**config.mk**
```make
export PLATFORM = sky130hd
export DESIGN_NAME = matrix_frame_scheduler_flat
export DESIGN_NICKNAME = d
export VERILOG_FILES = /design/src/rtl/matrix_frame_scheduler_pkg.sv /design/src/rtl/matrix_frame_scheduler_if.sv /design/src/rtl/matrix_frame_scheduler_phase_gen.sv /design/src/rtl/matrix_frame_scheduler.sv /design/src/flat_wrapper.sv
export SDC_FILE = /design/constraint.sdc
export NUM_CORES = 1
export LEC_CHECK = 0
export CELL_PAD_IN_SITES_DETAIL_PLACEMENT = 1
export CELL_PAD_IN_SITES_GLOBAL_PLACEMENT = 2
export CORE_UTILIZATION = 31
export CTS_BUF_LIST = sky130_fd_sc_hd__clkbuf_8 sky130_fd_sc_hd__clkbuf_16
export CTS_CLUSTER_SIZE = 25
export DETAILED_ROUTE_END_ITERATION = 7
export HOLD_SLACK_MARGIN = 0.08
export PLACE_DENSITY_LB_ADDON = 0.1
export REMOVE_ABC_BUFFERS = 1
export SYNTH_ARGS = -nofsm -noshare
export SYNTH_HDL_FRONTEND = slang
export SYNTH_HIERARCHICAL = 1
export SYNTH_SLANG_ARGS = --single-unit
```
**constraint.sdc**
```tcl
create_clock -name clk -period 2.15 [get_ports clk]
set_input_delay 0.43 -clock clk [delete_from_list [all_inputs] [get_ports clk]]
set_output_delay 0.43 -clock clk [all_outputs]
set_load 0.05 [all_outputs]
```
**src/rtl/matrix_frame_scheduler_pkg.sv**
```systemverilog
// Shared types, defaults and helpers for the LED-matrix frame scheduler.
package matrix_pkg;

  typedef enum logic [3:0] {
    IDLE,
    SER_SETUP,
    SCLK_HIGH,
    SCLK_LOW,
    LATCH,
    SPI_KICK,
    SPI_WAIT,
    NEXT,
    DONE
  } state_t;

  localparam int CHANNEL_NUMBER_DEF     = 3;
  localparam int BYTES_PER_MATRIX_DEF   = 8;
  localparam int MATRIX_PER_CHANNEL_DEF = 4;
  localparam int DIV_FACTOR_DEF         = 2;
  localparam int TIMEOUT_CYCLES_DEF     = 65535;

  // Width needed to count 0..n-1, never less than one bit.
  function automatic int idx_width(input int n);
    return (n <= 1) ? 1 : $clog2(n);
  endfunction

endpackage

```
**src/rtl/matrix_frame_scheduler_if.sv**
```systemverilog
// Frame-buffer / SPI / HC595 signal bundle seen by the frame scheduler.
// master: the scheduler itself; slave: the surrounding LED_Matrix_top logic.
interface matrix_frame_scheduler_if
  import matrix_pkg::*;
#(
  parameter int CHANNEL_NUMBER     = CHANNEL_NUMBER_DEF,
  parameter int MATRIX_PER_CHANNEL = MATRIX_PER_CHANNEL_DEF
);
  localparam int IDX_W = idx_width(MATRIX_PER_CHANNEL);

  logic                      frame_start;
  logic [CHANNEL_NUMBER-1:0] spi_done;
  logic                      spi_start;
  logic [IDX_W-1:0]          matrix_index;
  logic                      shift_clk;
  logic                      shift_ser;
  logic                      shift_stcp;
  logic                      shift_en;
  logic                      busy;
  logic                      frame_done;
  logic                      timeout_err;
  logic                      overrun;

  modport master (
    input  frame_start, spi_done,
    output spi_start, matrix_index, shift_clk, shift_ser, shift_stcp,
           shift_en, busy, frame_done, timeout_err, overrun
  );

  modport slave (
    output frame_start, spi_done,
    input  spi_start, matrix_index, shift_clk, shift_ser, shift_stcp,
           shift_en, busy, frame_done, timeout_err, overrun
  );

endinterface

```
**src/rtl/matrix_frame_scheduler_phase_gen.sv**
```systemverilog
// HC595 phase timer: each shift phase lasts DIV_FACTOR clk cycles.
// phase_done strobes on the last cycle of a phase while run is high.
module hc595_phase_gen
  import matrix_pkg::*;
#(
  parameter int DIV_FACTOR = DIV_FACTOR_DEF
) (
  input  logic clk,
  input  logic rst,
  input  logic run,
  output logic phase_done
);
  localparam int              PC_W    = idx_width(DIV_FACTOR);
  localparam logic [PC_W-1:0] PC_LOAD = PC_W'(DIV_FACTOR - 1);

  logic [PC_W-1:0] pc;

  assign phase_done = run && (pc == '0);

  // Down-counter, reloaded while idle and at every terminal count.
  always_ff @(posedge clk) begin
    if (rst || !run || pc == '0) begin
      pc <= PC_LOAD;
    end else begin
      pc <= pc - PC_W'(1);
    end
  end

endmodule

```
**src/rtl/matrix_frame_scheduler.sv**
```systemverilog
// Sequences one LED-matrix frame: per slot, shift a one-hot select into the
// HC595 chain, latch it, kick all SPI channels, wait for every channel's done.
// After the last slot one extra 0 is shifted and latched to deselect all.
//
// state     | meaning
// IDLE      | waiting for frame_start or a pending request
// SER_SETUP | drive SER for this shift, SRCLK low
// SCLK_HIGH | SRCLK high (shift)
// SCLK_LOW  | SRCLK low
// LATCH     | RCLK high, outputs enabled
// SPI_KICK  | one-cycle spi_start, clear done mask and watchdog
// SPI_WAIT  | collect spi_done bits, watchdog running
// NEXT      | advance slot or start the deselect pass
// DONE      | frame_done pulse, back to IDLE
module matrix_frame_scheduler
  import matrix_pkg::*;
#(
  parameter int CHANNEL_NUMBER     = CHANNEL_NUMBER_DEF,
  parameter int MATRIX_PER_CHANNEL = MATRIX_PER_CHANNEL_DEF,
  parameter int DIV_FACTOR         = DIV_FACTOR_DEF,
  parameter int TIMEOUT_CYCLES     = TIMEOUT_CYCLES_DEF
) (
  input logic                       clk,
  input logic                       rst,
  matrix_frame_scheduler_if.master  bus
);
  localparam int               IDX_W    = idx_width(MATRIX_PER_CHANNEL);
  localparam int               WD_W     = idx_width(TIMEOUT_CYCLES);
  localparam logic [IDX_W-1:0] LAST_IDX = IDX_W'(MATRIX_PER_CHANNEL - 1);
  localparam logic [WD_W-1:0]  WD_LAST  = WD_W'(TIMEOUT_CYCLES - 1);

  state_t                    state;
  logic                      pending;
  logic                      clearing;
  logic [CHANNEL_NUMBER-1:0] done_mask;
  logic [CHANNEL_NUMBER-1:0] mask_next;
  logic [WD_W-1:0]           wd;
  logic                      phase_run;
  logic                      phase_done;

  logic             spi_start_q;
  logic [IDX_W-1:0] idx_q;
  logic             shift_clk_q;
  logic             shift_ser_q;
  logic             shift_stcp_q;
  logic             shift_en_q;
  logic             busy_q;
  logic             frame_done_q;
  logic             timeout_err_q;
  logic             overrun_q;

  assign phase_run = (state == SER_SETUP) || (state == SCLK_HIGH) ||
                     (state == SCLK_LOW)  || (state == LATCH);
  assign mask_next = done_mask | bus.spi_done;

  hc595_phase_gen #(.DIV_FACTOR(DIV_FACTOR)) u_phase (
    .clk        (clk),
    .rst        (rst),
    .run        (phase_run),
    .phase_done (phase_done)
  );

  // Main sequencer; every pin level is registered on the state transition.
  always_ff @(posedge clk) begin
    if (rst) begin
      state         <= IDLE;
      pending       <= 1'b0;
      clearing      <= 1'b0;
      done_mask     <= '0;
      wd            <= '0;
      spi_start_q   <= 1'b0;
      idx_q         <= '0;
      shift_clk_q   <= 1'b0;
      shift_ser_q   <= 1'b0;
      shift_stcp_q  <= 1'b0;
      shift_en_q    <= 1'b1;
      busy_q        <= 1'b0;
      frame_done_q  <= 1'b0;
      timeout_err_q <= 1'b0;
      overrun_q     <= 1'b0;
    end else begin
      spi_start_q  <= 1'b0;
      frame_done_q <= 1'b0;
      overrun_q    <= 1'b0;

      // One request can queue behind the running frame; a second is dropped.
      if (state != IDLE && bus.frame_start) begin
        if (pending) overrun_q <= 1'b1;
        else         pending   <= 1'b1;
      end

      unique case (state)
        IDLE: begin
          if (bus.frame_start || pending) begin
            state       <= SER_SETUP;
            busy_q      <= 1'b1;
            idx_q       <= '0;
            // A fresh request arriving while a pending one is consumed stays queued.
            pending     <= pending && bus.frame_start;
            shift_ser_q <= 1'b1;
            shift_clk_q <= 1'b0;
          end
        end
        SER_SETUP: begin
          if (phase_done) begin
            state       <= SCLK_HIGH;
            shift_clk_q <= 1'b1;
          end
        end
        SCLK_HIGH: begin
          if (phase_done) begin
            state       <= SCLK_LOW;
            shift_clk_q <= 1'b0;
          end
        end
        SCLK_LOW: begin
          if (phase_done) begin
            state        <= LATCH;
            shift_stcp_q <= 1'b1;
            shift_en_q   <= 1'b0;
          end
        end
        LATCH: begin
          if (phase_done) begin
            shift_stcp_q <= 1'b0;
            if (clearing) begin
              state        <= DONE;
              frame_done_q <= 1'b1;
              busy_q       <= 1'b0;
              clearing     <= 1'b0;
            end else begin
              state       <= SPI_KICK;
              spi_start_q <= 1'b1;
            end
          end
        end
        SPI_KICK: begin
          state     <= SPI_WAIT;
          done_mask <= '0;
          wd        <= '0;
        end
        SPI_WAIT: begin
          done_mask <= mask_next;
          if (&mask_next) begin
            state <= NEXT;
          end else if (wd == WD_LAST) begin
            state         <= NEXT;
            timeout_err_q <= 1'b1;
          end else begin
            wd <= wd + WD_W'(1);
          end
        end
        NEXT: begin
          state       <= SER_SETUP;
          shift_clk_q <= 1'b0;
          // Slot 0 is only ever selected from IDLE, so every shift from here is a 0.
          shift_ser_q <= 1'b0;
          if (idx_q == LAST_IDX) clearing <= 1'b1;
          else                   idx_q    <= idx_q + IDX_W'(1);
        end
        DONE: begin
          state <= IDLE;
        end
        default: begin
          state <= IDLE;
        end
      endcase
    end
  end

  assign bus.spi_start    = spi_start_q;
  assign bus.matrix_index = idx_q;
  assign bus.shift_clk    = shift_clk_q;
  assign bus.shift_ser    = shift_ser_q;
  assign bus.shift_stcp   = shift_stcp_q;
  assign bus.shift_en     = shift_en_q;
  assign bus.busy         = busy_q;
  assign bus.frame_done   = frame_done_q;
  assign bus.timeout_err  = timeout_err_q;
  assign bus.overrun      = overrun_q;

endmodule
```
**src/flat_wrapper.sv**
```systemverilog
// flat-port wrapper written by rule: the top's interface ports become plain ports
module matrix_frame_scheduler_flat import matrix_pkg::*;
#(
  parameter int CHANNEL_NUMBER     = CHANNEL_NUMBER_DEF,
  parameter int MATRIX_PER_CHANNEL = MATRIX_PER_CHANNEL_DEF,
  parameter int DIV_FACTOR         = DIV_FACTOR_DEF,
  parameter int TIMEOUT_CYCLES     = TIMEOUT_CYCLES_DEF
)
  (clk, rst, bus_frame_start, bus_spi_done, bus_spi_start, bus_matrix_index, bus_shift_clk, bus_shift_ser, bus_shift_stcp, bus_shift_en, bus_busy, bus_frame_done, bus_timeout_err, bus_overrun);
  matrix_frame_scheduler_if #(.CHANNEL_NUMBER(CHANNEL_NUMBER), .MATRIX_PER_CHANNEL(MATRIX_PER_CHANNEL)) bus_i ();
  input logic clk;
  input logic rst;
  input wire logic [$bits(bus_i.frame_start)-1:0] bus_frame_start;
  input wire logic [$bits(bus_i.spi_done)-1:0] bus_spi_done;
  output wire logic [$bits(bus_i.spi_start)-1:0] bus_spi_start;
  output wire logic [$bits(bus_i.matrix_index)-1:0] bus_matrix_index;
  output wire logic [$bits(bus_i.shift_clk)-1:0] bus_shift_clk;
  output wire logic [$bits(bus_i.shift_ser)-1:0] bus_shift_ser;
  output wire logic [$bits(bus_i.shift_stcp)-1:0] bus_shift_stcp;
  output wire logic [$bits(bus_i.shift_en)-1:0] bus_shift_en;
  output wire logic [$bits(bus_i.busy)-1:0] bus_busy;
  output wire logic [$bits(bus_i.frame_done)-1:0] bus_frame_done;
  output wire logic [$bits(bus_i.timeout_err)-1:0] bus_timeout_err;
  output wire logic [$bits(bus_i.overrun)-1:0] bus_overrun;
  assign bus_i.frame_start = bus_frame_start;
  assign bus_i.spi_done = bus_spi_done;
  assign bus_spi_start = bus_i.spi_start;
  assign bus_matrix_index = bus_i.matrix_index;
  assign bus_shift_clk = bus_i.shift_clk;
  assign bus_shift_ser = bus_i.shift_ser;
  assign bus_shift_stcp = bus_i.shift_stcp;
  assign bus_shift_en = bus_i.shift_en;
  assign bus_busy = bus_i.busy;
  assign bus_frame_done = bus_i.frame_done;
  assign bus_timeout_err = bus_i.timeout_err;
  assign bus_overrun = bus_i.overrun;
  matrix_frame_scheduler #(.CHANNEL_NUMBER(CHANNEL_NUMBER), .MATRIX_PER_CHANNEL(MATRIX_PER_CHANNEL), .DIV_FACTOR(DIV_FACTOR), .TIMEOUT_CYCLES(TIMEOUT_CYCLES)) u_core (.clk(clk), .rst(rst), .bus(bus_i));
endmodule
```
==> implementation parameters <==
Parameter                              Value

Synthesis
  Most frequent cells after synthesis    37 x sky130_fd_sc_hd__dfxtp_1, 28 x sky130_fd_sc_hd__nor2_1, 11 x sky130_fd_sc_hd__a21oi_1
  Top cell type by total area after synthesis    sky130_fd_sc_hd__dfxtp_1
  Count of yosys warnings during synthesis    6
  Gate Count Post-Synth    209
  Fraction of registers with async set or reset after synthesis    0%
  Count leader, synth    sky130_fd_sc_hd__dfxtp_1
  Compound-Gate Fraction of Synth Area    12.4%
  Number of flops mapped to enable cells by yosys    0
  Fraction of the mapped netlist area in simple logic gates    29.8%
  Synthesized-area fraction occupied by adder cells    2.05%
  Post-synthesis register bit count    37
  Largest cells by area after synthesis    sky130_fd_sc_hd__dfxtp_1 40%, sky130_fd_sc_hd__nor2_1 5.7%, sky130_fd_sc_hd__xor2_1 4.3%
  Main combinational cell family by area after synthesis    simple AND/OR/NAND/NOR gates
  Fraction of post-synthesis cell area in the top cell type by area    40.5%
  Synthesized cell area    0.00183 mm^2
  Share of the yosys chip area belonging to registers    40.5%
  Most common flop cell mapped by yosys    sky130_fd_sc_hd__dfxtp_1
  Count of distinct cell types in the synthesized netlist    52
  Portion of netlist area occupied by mux cells    1.78%
  Post-synthesis share of cell area spent on xor and xnor gates    7.18%
  Average cell area after synthesis    8.76 um^2

Drt
  Post-detailed-route wirelength per cell    15.1 um
  Total via count in the routed design    1600
  Routed met2 length    2430 um
  Detailed router's first-iteration violation count    42
  Detailed Route WL    4620 um
  Number of DRC violations after detailed routing    0
  Pre-antenna DRT Iters    4
  Average vias per placed instance    5.23
  Detailed-route wire length on metal 1    1980 um
  Number of nets with antenna violations after routing    0
  Met3 WL post-DR    134 um
  Uppermost layer routed    met4

Run
  Count of maximum capacitance violations    0

Timing
  Highest attainable clock frequency    523 MHz
  Remaining max-slew budget at the tightest pin    66.3%
  Pin slew with the least headroom to its limit    505 ps
  Final cycle utilization of the critical path    89.0%
  Final setup violation count    0
  Count of pins over their slew limit    0
  Setup repair after global routing missed its margin    false
  Total Negative Setup Slacks    0 ps
  Worst path setup slack after routing    236 ps
  Number of hold violations in the final report    0
  Clock Skews    7.31 ps
  Final worst path period need    1910 ps
  Worst slack on hold paths    413 ps

Floorplanning
  Starting Density    32.6%
  Placeable core region    0.00561 mm^2
  Number of core rows    27
  Overall die width    78.8 um
  Number of top-level pins    17
  Die area    0.00622 mm^2
  Die height    78.8 um

Global routing
  Wire length of the first global-routing pass    7980 um
  Overflow left after global routing    0
  Number of antenna violations at the first check in global routing    0
  Via count of the first global-routing pass    1718
  Global Route Usage Sum    16.6%
  Largest net degree at the start of global routing    18

Clocking
  Clk root buf    sky130_fd_sc_hd__clkbuf_8
  Clock buffers created by TritonCTS    5
  TritonCTS clock tree    built
  Buffers inserted by post-CTS timing repair    0
  Post-cts gate resize count    0
  Clk_lat worst skew    290 ps
  Hold Buf Count CTS    0
  Max Buffers Root-to-Sink    2
  Clock sink count    37
  Clock Pin Slew Worst Setup and Hold Paths    70 ps
  Maximum level of the CTS H-tree    2

Final layout
  Number of nets in the final layout    242
  # diodes    0
  Signed area change from the synthesized netlist to the final layout    18.9%
  Fraction of layout cells with a size suffix above 1    12.8%

Pwr
  Total power consumption of the routed design    1.72 mW
  Total power density per cell area    790 mW/mm^2
  Switching power as a share of total power    33.2%
  Combinational share of power    29.0%
  Proportion of power drawn by flip-flops and latches    43.8%
  P_leak    0.791 nW
  Net switching power figure    0.570 mW
  Clock network fraction of design power    27.1%
  Max rail drop VDD    0.368 mV
  Cell-internal power    1.15 mW

Setup path
  Cell type of the slowest stage on the worst timing path    sky130_fd_sc_hd__clkdlybuf4s50_1
  Crit path launch type    register
  CP endpoint kind    output port
  CP Data Required Time    1720 ps
  Critical path's top delay family    buffers and inverters
  Kind of critical path    reg2out
  Arrival time at the worst endpoint    1480 ps
  Sum of buffers and inverters on the critical path    1
  CP max FO    4
  Series of cell instances along the critical path    clkdlybuf4s50_1
  Maximum cell stage delay along the critical path    820 ps

Placed design
  Final weighted congestion in routability-driven placement    0.713
  Post-placement worst setup slack    59.6 ps
  Detail Placement HPWL    3480 um
  Port bufs    16

Hold path
  Worst hold path type    reg2reg

Run status
  Outcome    finished clean
## flip-flops by register name, indices dropped and copies added (netlist names)
signal                   cells
u_core/bus.shift_clk         1
u_core/bus.shift_ser         1
u_core/bus.frame_done        1
u_core/bus.overrun           1
u_core/pending               1
u_core/clearing              1
u_core/bus.shift_stcp        1
u_core/u_phase/pc            1
u_core/bus.matrix_index      2
u_core/state                 4
u_core/done_mask             3
u_core/bus.spi_start         1
u_core/bus.timeout_err       1
u_core/bus.shift_en          1
u_core/wd                   16
u_core/bus.busy              1
## metrics by stage
step / cells / cell area, um^2 / util (%)
floorplan: 196 / 1740 / -
global placement: 298 / 2090 / 37.3
detailed placement: 298 / 2090 / 37.3
CTS: 306 / 2180 / 38.8
global route: 306 / 2180 / 38.8
finish: 306 / 2180 / 38.8
## area by class of cell
cell class	instances	area (um^2)
clock buffer	5	68.8
clock inverter	3	13.8
fill	714	3430
inverter	6	22.5
multi-input combinational	153	975
sequential	37	741
tap	72	90.1
timing repair buffer	30	265
## cell families after synthesis
kind of cell / Yosys count
adders and majority gates: 3
buffers and inverters: 19
AOI/OAI and AO/OA: 35
DFF: 37
xor gates and xnor gates: 15
muxes: 3
and+or+nand+nor: 97
## placed cells by master (no fill, tap or decap), drive strengths merged, types with 2 or more instances in the layout
cell	n
dfxtp	37
nor2	28
clkdlybuf4s50	16
buf	14
a21oi	12
nand4	12
xor2	9
nand3	9
nor2b	8
nand2	8
nor3	7
o21ai	7
inv	6
xnor2	6
clkbuf	5
and3	4
and4	4
nand2b	3
o21bai	3
a22oi	3
ha	3
clkinv	3
or4	2
nor4	2
nor3b	2
nand3b	2
mux2	2
and2	2
## layer usage
metal	vias up	global-route usage [%]
met1	788	17.8
met2	21	31.1
met3	7	4.37
met4	0	5.64
li1	784	-
met5	-	0
## worst paths after layout
path                                  endpoint                               startpoint  cells after the start  slack, ps
setup / recovery           bus_matrix_index[0]  u_core/bus.matrix_index[0]$_SDFFE_PP0P_                      1        240
hold / removal    u_core/u_phase/pc$_SDFF_PP1_             u_core/u_phase/pc$_SDFF_PP1_                      1        410
setup reg to reg  u_core/state[0]$_SDFFE_PP0P_             u_core/state[0]$_SDFFE_PP0P_                     10        250
hold reg to reg   u_core/u_phase/pc$_SDFF_PP1_             u_core/u_phase/pc$_SDFF_PP1_                      1        410
## power by group through the flow
stage / sequential, mW / combinational [mW] / clock (mW)
floorplan: 0.856 / 0.242 / 0
global placement: 0.767 / 0.485 / 0
detailed placement: 0.769 / 0.502 / 0
CTS: 0.754 / 0.506 / 0.497
global route: 0.760 / 0.552 / 0.524
finish: 0.753 / 0.499 / 0.467
No activity file was read; power rests on OpenSTA's default activity.
